==> src/rtl/jtcontra_pkg.sv <==
// rtl/jtcontra_pkg.sv - shared types and constants for the 007121 ROM slots
package jtcontra_pkg;

    localparam int SDRAM_AW = 22;
    localparam logic [SDRAM_AW-1:0] OBJ_ROM_OFFSET = 22'h0;

    typedef enum logic [1:0] {
        IDLE = 2'd0,
        REQ  = 2'd1,
        WAIT = 2'd2
    } fetch_state_e;

    // Even SDRAM word address: the 32-bit burst always starts on the even word of a pair.
    function automatic logic [SDRAM_AW-1:0] sdram_word_addr(
        input logic [SDRAM_AW-1:0] offset,
        input logic [SDRAM_AW-1:0] rom_word
    );
        logic [SDRAM_AW-1:0] w_sum;
        w_sum = offset + {rom_word[SDRAM_AW-1:1], 1'b0};
        return {w_sum[SDRAM_AW-1:1], 1'b0};
    endfunction

endpackage

==> src/rtl/jtcontra_rom_tag.sv <==
// rtl/jtcontra_rom_tag.sv - single-entry 32-bit ROM data holder with tag compare and half select
// Optional feature macro: JTCONTRA_OBJ_CACHE_EN (compare ignores word bit 0)
module jtcontra_rom_tag
    import jtcontra_pkg::*;
#(
    parameter int AW = 18
) (
    input  logic          clk,
    input  logic          rst_n,
    input  logic          i_clr,
    input  logic          i_load,
    input  logic          i_load_valid,
    input  logic [AW-1:0] i_load_tag,
    input  logic [31:0]   i_load_data,
    input  logic          i_cs,
    input  logic [AW-1:0] i_addr,
    output logic          o_hit,
    output logic [15:0]   o_data
);

    logic [31:0]   r_data32;
    logic [AW-1:0] r_tag;
    logic          r_valid;
    logic          w_tag_match;

    always_ff @(posedge clk or negedge rst_n) begin
        if (!rst_n) begin
            r_data32 <= 32'h0;
            r_tag    <= '0;
            r_valid  <= 1'b0;
        end else begin
            if (i_load) begin
                r_data32 <= i_load_data;
                r_tag    <= i_load_tag;
            end
            // A load while clearing still leaves valid low, since i_load_valid tracks the clear.
            if (i_load)
                r_valid <= i_load_valid & ~i_clr;
            else if (i_clr)
                r_valid <= 1'b0;
        end
    end

`ifdef JTCONTRA_OBJ_CACHE_EN
    assign w_tag_match = (i_addr[AW-1:1] == r_tag[AW-1:1]);
`else
    assign w_tag_match = (i_addr == r_tag);
`endif

    assign o_hit  = i_cs & r_valid & w_tag_match;
    assign o_data = i_addr[0] ? r_data32[31:16] : r_data32[15:0];

endmodule

==> src/rtl/jtcontra_obj_rom_slot.sv <==
// rtl/jtcontra_obj_rom_slot.sv - object ROM responder: one SDRAM read per miss, combinational hit
// Optional feature macro: JTCONTRA_OBJ_CACHE_EN (word pair shares one fetch)
module jtcontra_obj_rom_slot
    import jtcontra_pkg::*;
#(
    parameter int                    AW     = 18,
    parameter logic [SDRAM_AW-1:0]   OFFSET = OBJ_ROM_OFFSET
) (
    input  logic                 clk,
    input  logic                 rst_n,
    input  logic                 downloading,
    input  logic                 rom_cs,
    input  logic [AW-1:0]        rom_addr,
    output logic                 rom_ok,
    output logic [15:0]          rom_data,
    output logic                 sdram_req,
    output logic [SDRAM_AW-1:0]  sdram_addr,
    input  logic                 sdram_ack,
    input  logic                 sdram_rdy,
    input  logic [31:0]          sdram_din
);

    fetch_state_e        r_state;
    fetch_state_e        w_next_state;
    logic [AW-1:0]       r_pend_addr;
    logic                w_hit;
    logic                w_start;
    logic                w_load;
    logic [SDRAM_AW-1:0] w_pend_ext;

    jtcontra_rom_tag #(
        .AW (AW)
    ) u_tag (
        .clk          (clk),
        .rst_n        (rst_n),
        .i_clr        (downloading),
        .i_load       (w_load),
        .i_load_valid (~downloading),
        .i_load_tag   (r_pend_addr),
        .i_load_data  (sdram_din),
        .i_cs         (rom_cs),
        .i_addr       (rom_addr),
        .o_hit        (w_hit),
        .o_data       (rom_data)
    );

    assign w_start = rom_cs & ~w_hit & ~downloading;

    always_ff @(posedge clk or negedge rst_n) begin
        if (!rst_n)
            r_state <= IDLE;
        else
            r_state <= w_next_state;
    end

    always_comb begin
        w_next_state = r_state;
        case (r_state)
            IDLE:    if (w_start)   w_next_state = REQ;
            REQ:     if (sdram_ack) w_next_state = WAIT;
            WAIT:    if (sdram_rdy) w_next_state = IDLE;
            default: w_next_state = IDLE;
        endcase
    end

    always_comb begin
        sdram_req = (r_state == REQ);
        w_load    = (r_state == WAIT) && sdram_rdy;
    end

    // The fetch address is frozen at miss time so a mid-fetch address change cannot mislabel data.
    always_ff @(posedge clk or negedge rst_n) begin
        if (!rst_n)
            r_pend_addr <= '0;
        else if ((r_state == IDLE) && w_start)
            r_pend_addr <= rom_addr;
    end

    assign w_pend_ext = SDRAM_AW'(r_pend_addr);
    assign sdram_addr = sdram_word_addr(OFFSET, w_pend_ext);
    assign rom_ok     = w_hit & ~downloading;

endmodule

==> config.mk <==
export PLATFORM = sky130hd
export DESIGN_NAME = jtcontra_obj_rom_slot
export DESIGN_NICKNAME = d
export VERILOG_FILES = /design/src/rtl/jtcontra_pkg.sv /design/src/rtl/jtcontra_rom_tag.sv /design/src/rtl/jtcontra_obj_rom_slot.sv
export SDC_FILE = /design/constraint.sdc
export NUM_CORES = 1
export LEC_CHECK = 0
export CAP_MARGIN = 5
export CORE_ASPECT_RATIO = 0.75
export CORE_MARGIN = 3
export CORE_UTILIZATION = 35
export CTS_BUF_LIST = sky130_fd_sc_hd__clkbuf_2
export CTS_CLUSTER_DIAMETER = 40
export CTS_CLUSTER_SIZE = 24
export DETAILED_ROUTE_END_ITERATION = 7
export PLACE_DENSITY = 0.66
export SLEW_MARGIN = 20
export SYNTH_ARGS = -nofsm -noshare
export SYNTH_HDL_FRONTEND = slang
export SYNTH_SLANG_ARGS = --single-unit
export TNS_END_PERCENT = 5
==> constraint.sdc <==
create_clock -name clk -period 3.8 [get_ports clk]
set_input_delay 0.76 -clock clk [delete_from_list [all_inputs] [get_ports clk]]
set_output_delay 0.76 -clock clk [all_outputs]
set_load 0.01 [all_outputs]
==> impl_metrics.toml <==
[run_status]
run_status = "complete, no violations"

[power_and_ir_drop]
internal_power_mw = 1.910
p_per_area_nw_per_um2 = 642.5
clkPwrFrac = 0.117
power.leakage_nw = 1.801
ir_worst_vdd_v = 0.0002654
power.switching_fraction = 0.2971
seq_power_share = 0.473
switching_power_mw = 0.8073
power.share.combinational = 0.410

[setup_path]
cp_slowest_cell = "sky130_fd_sc_hd__clkdlybuf4s50_1"
worstSetupStartpoint = "rom_addr[0]"
reg2reg_from = "u_tag.r_tag[3]$_DFFE_PN0P_"
critPathMostFrequentCell = "sky130_fd_sc_hd__clkdlybuf4s50_1"
startpoint_type = "primary input"
worstPathRequired_ns = 3.04
crit_path_max_fanout = 2
crit_chain = "clkdlybuf4s50_1, xnor2_1, nand4_1, or4_4, nor4_1, clkdlybuf4s50_1"
criticalPathCategory = "in2out"
r2r-end = "r_pend_addr[1]$_DFFE_PN0P_"
worst_setup_slack_for_register_to_register_paths_ns = 1.60
timing.reg2reg.worst_path_depth = 6
timing.critical_path.arrival_ns = 2.89
timing.critical_path.to_type = "output port"
max_stage_delay_ns = 0.59

[yosys]
yosysUniqueCellTypes = 25
syn_area_per_cell_um2 = 14.63
mappedNetlistArea_um2 = 3263
synth_seq_area_share = 0.5445
synth_warnings = 0
number_of_flip_flops_and_latches_in_the_synthesized_netlist = 71
synthesis.instances = 223

[placement]
dp_hpwl_um = 4551
placed_cell_area_um2 = 4155
globalplace.congestion = 0.7152
port_buffers = 90

[clocking]
post_cts_resize_count = 0
clk_root_buffer_cell = "sky130_fd_sc_hd__clkbuf_2"
cts-buffers-inserted = 9
worstSkewPairLatency_ns = 0.49
cts_setup_buffers = 0
clock-sinks = 71
clock_path_buffers = 2
cts-hold-fix-buffers = 0
tritoncts = "done"
cts_max_level = 3
cts.reportedPaths.clkPinSlew_ns = 0.19

[timing]
tightest_slew_ns = 0.8919
min_period_ns = 3.646
final_hold_viol_count = 0
finalSetupViolations = 0
finalCritPeriodShare = 0.9594
timing.fmax_ghz = 0.2743
report.final.slew_viol_count = 0
slew_headroom = 0.4054
setup_tns_ns = 0
setup_repair_after_global_routing_missed_its_margin = "no"
fin_worst_skew_ns = 0.03345

[detailed_routing]
route.detailed.drc = 0
post_route_wl_um = 6451
detail-route-antenna-nets = 0
detailedRoute.firstPassIterationCount = 4
routed-via-count = 1911
wl_per_cell_um = 15.07
vias_per_cell = 4.465
drtIter0Drc = 40

[global_route]
globalRoute.totalOverflow = 0
gr-usage-all-layers = 0.1299
first_global_vias = 2054
first_pass_grt_wire_length_um = 10490
grt_max_degree = 72
initial_antenna_violation_count = 0

[floorplanning]
rows = 29
dieArea_um2 = 10530
horizontal_die_dimension_um = 117.5
core-area_um2 = 8745
die_h_um = 89.62
boundaryPins = 96
floorplan.initialDensity = 0.3732

[worst_hold_path]
min-delay-path-class = "in2async"

[layout]
num_antenna_cells = 0
syn_to_final_growth_pct = 29.60
n_fill_cell = 781
final_util = 0.4836
post_route_cells_drive_above_1_share = 0.3421
finish.instance_area_um2 = 4229
finish.net_count = 358

[flow_run]
drv_cap = 0
layout make-up:
class | instances | area, um^2 | share of cell area
tap | 124 | 155.1 | 0.03669
clock buffer | 11 | 55.05 | 0.01302
multi-input combinational | 124 | 1282 | 0.3033
sequential | 71 | 1777 | 0.4201
inverter | 2 | 7.507 | 0.001775
clock inverter | 2 | 11.26 | 0.002663
timing repair buffer | 94 | 940.9 | 0.2225
state kept, by name (all words and copies together), names as in the netlist:
| register | flops |
|---|---|
| u_tag.r_data32 | 32 |
| r_pend_addr | 18 |
| u_tag.r_tag | 18 |
| r_state | 2 |
| u_tag.r_valid | 1 |
metrics by stage:
stage	power, mW	cells	setup WS (ns)	hold WS (ns)
after floorplan	1.991	227	1.066	0.4644
after global placement	2.396	415	0.04124	0.4822
after detailed placement	2.428	415	0.06298	0.4896
after CTS	2.760	428	0.06317	0.3407
after global routing	2.909	428	0.02860	0.3623
final	2.717	428	0.1544	0.3586
cells by family after synthesis:
logic type,after synthesis,share of synthesized area
multiplexers,84,0.3002
flip-flops,71,0.5445
buffers and inverters,32,0.06940
XOR/XNOR,18,0.04831
AND/OR/NAND/NOR,13,0.02569
AO/OA/AOI/OAI,4,0.01074
other,1,0.001149
cell usage after synthesis:
library cell	count	share of area
sky130_fd_sc_hd__a21oi_1	1	0.0015
sky130_fd_sc_hd__conb_1	1	0.0011
sky130_fd_sc_hd__buf_6	1	0.0035
sky130_fd_sc_hd__o21ai_0	1	0.0015
sky130_fd_sc_hd__or4_4	1	0.0035
sky130_fd_sc_hd__xnor2_1	8	0.021
sky130_fd_sc_hd__nand4_1	1	0.0019
sky130_fd_sc_hd__nor2_1	1	0.0011
sky130_fd_sc_hd__nor4b_1	1	0.0027
sky130_fd_sc_hd__clkbuf_1	5	0.0058
sky130_fd_sc_hd__inv_1	2	0.0023
sky130_fd_sc_hd__dfrtp_1	71	0.54
sky130_fd_sc_hd__buf_12	1	0.0061
sky130_fd_sc_hd__mux2_2	75	0.26
sky130_fd_sc_hd__nand2b_1	1	0.0019
sky130_fd_sc_hd__o21ai_4	1	0.0050
sky130_fd_sc_hd__buf_1	1	0.0011
sky130_fd_sc_hd__nor4_1	3	0.0058
sky130_fd_sc_hd__mux2_4	9	0.041
sky130_fd_sc_hd__nand2_1	1	0.0011
sky130_fd_sc_hd__a22o_1	1	0.0027
sky130_fd_sc_hd__nand3_1	2	0.0031
sky130_fd_sc_hd__buf_4	22	0.051
sky130_fd_sc_hd__xor2_1	10	0.027
sky130_fd_sc_hd__nand3b_1	2	0.0046
cells in the final DEF (no fill, tap or decap), types with 3 or more instances in the layout:
cell                              count
sky130_fd_sc_hd__mux2_4               9
sky130_fd_sc_hd__nor4_1               3
sky130_fd_sc_hd__conb_1               5
sky130_fd_sc_hd__clkdlybuf4s50_1     89
sky130_fd_sc_hd__xor2_1              10
sky130_fd_sc_hd__buf_4                4
sky130_fd_sc_hd__clkbuf_2            11
sky130_fd_sc_hd__xnor2_1              7
sky130_fd_sc_hd__dfrtp_1             71
sky130_fd_sc_hd__mux2_2              75
power by group through the flow:
stage	Sequential (mW)	Clock (mW)	Combinational (mW)
final	1.29	0.317	1.11
after global routing	1.33	0.370	1.20
after CTS	1.29	0.343	1.13
after detailed placement	1.31	0	1.12
after global placement	1.29	0	1.11
after floorplan	1.25	0	0.743
routing by layer:
metal  GRT usage  wire length, um  up-vias
li1            -                -      908
met1      0.1737             3141      927
met2      0.1913             2771       68
met3     0.05761              471        8
met4     0.04149               66        0
met5           0                0        -
worst max-delay path by stage:
stage | to | cells past startpoint
finish | rom_ok | 6
global route | rom_ok | 6
CTS | rom_ok | 6
detailed placement | rom_ok | 6
global placement | rom_ok | 6
floorplan | rom_ok | 5
critical path: cells and delay by family:
kind | cells | cell delay [ns]
xor+xnor | 1 | 0.14
buf+inv | 2 | 1.15
simple gates | 3 | 0.82
Note: power is estimated with default switching activity, not from simulation.
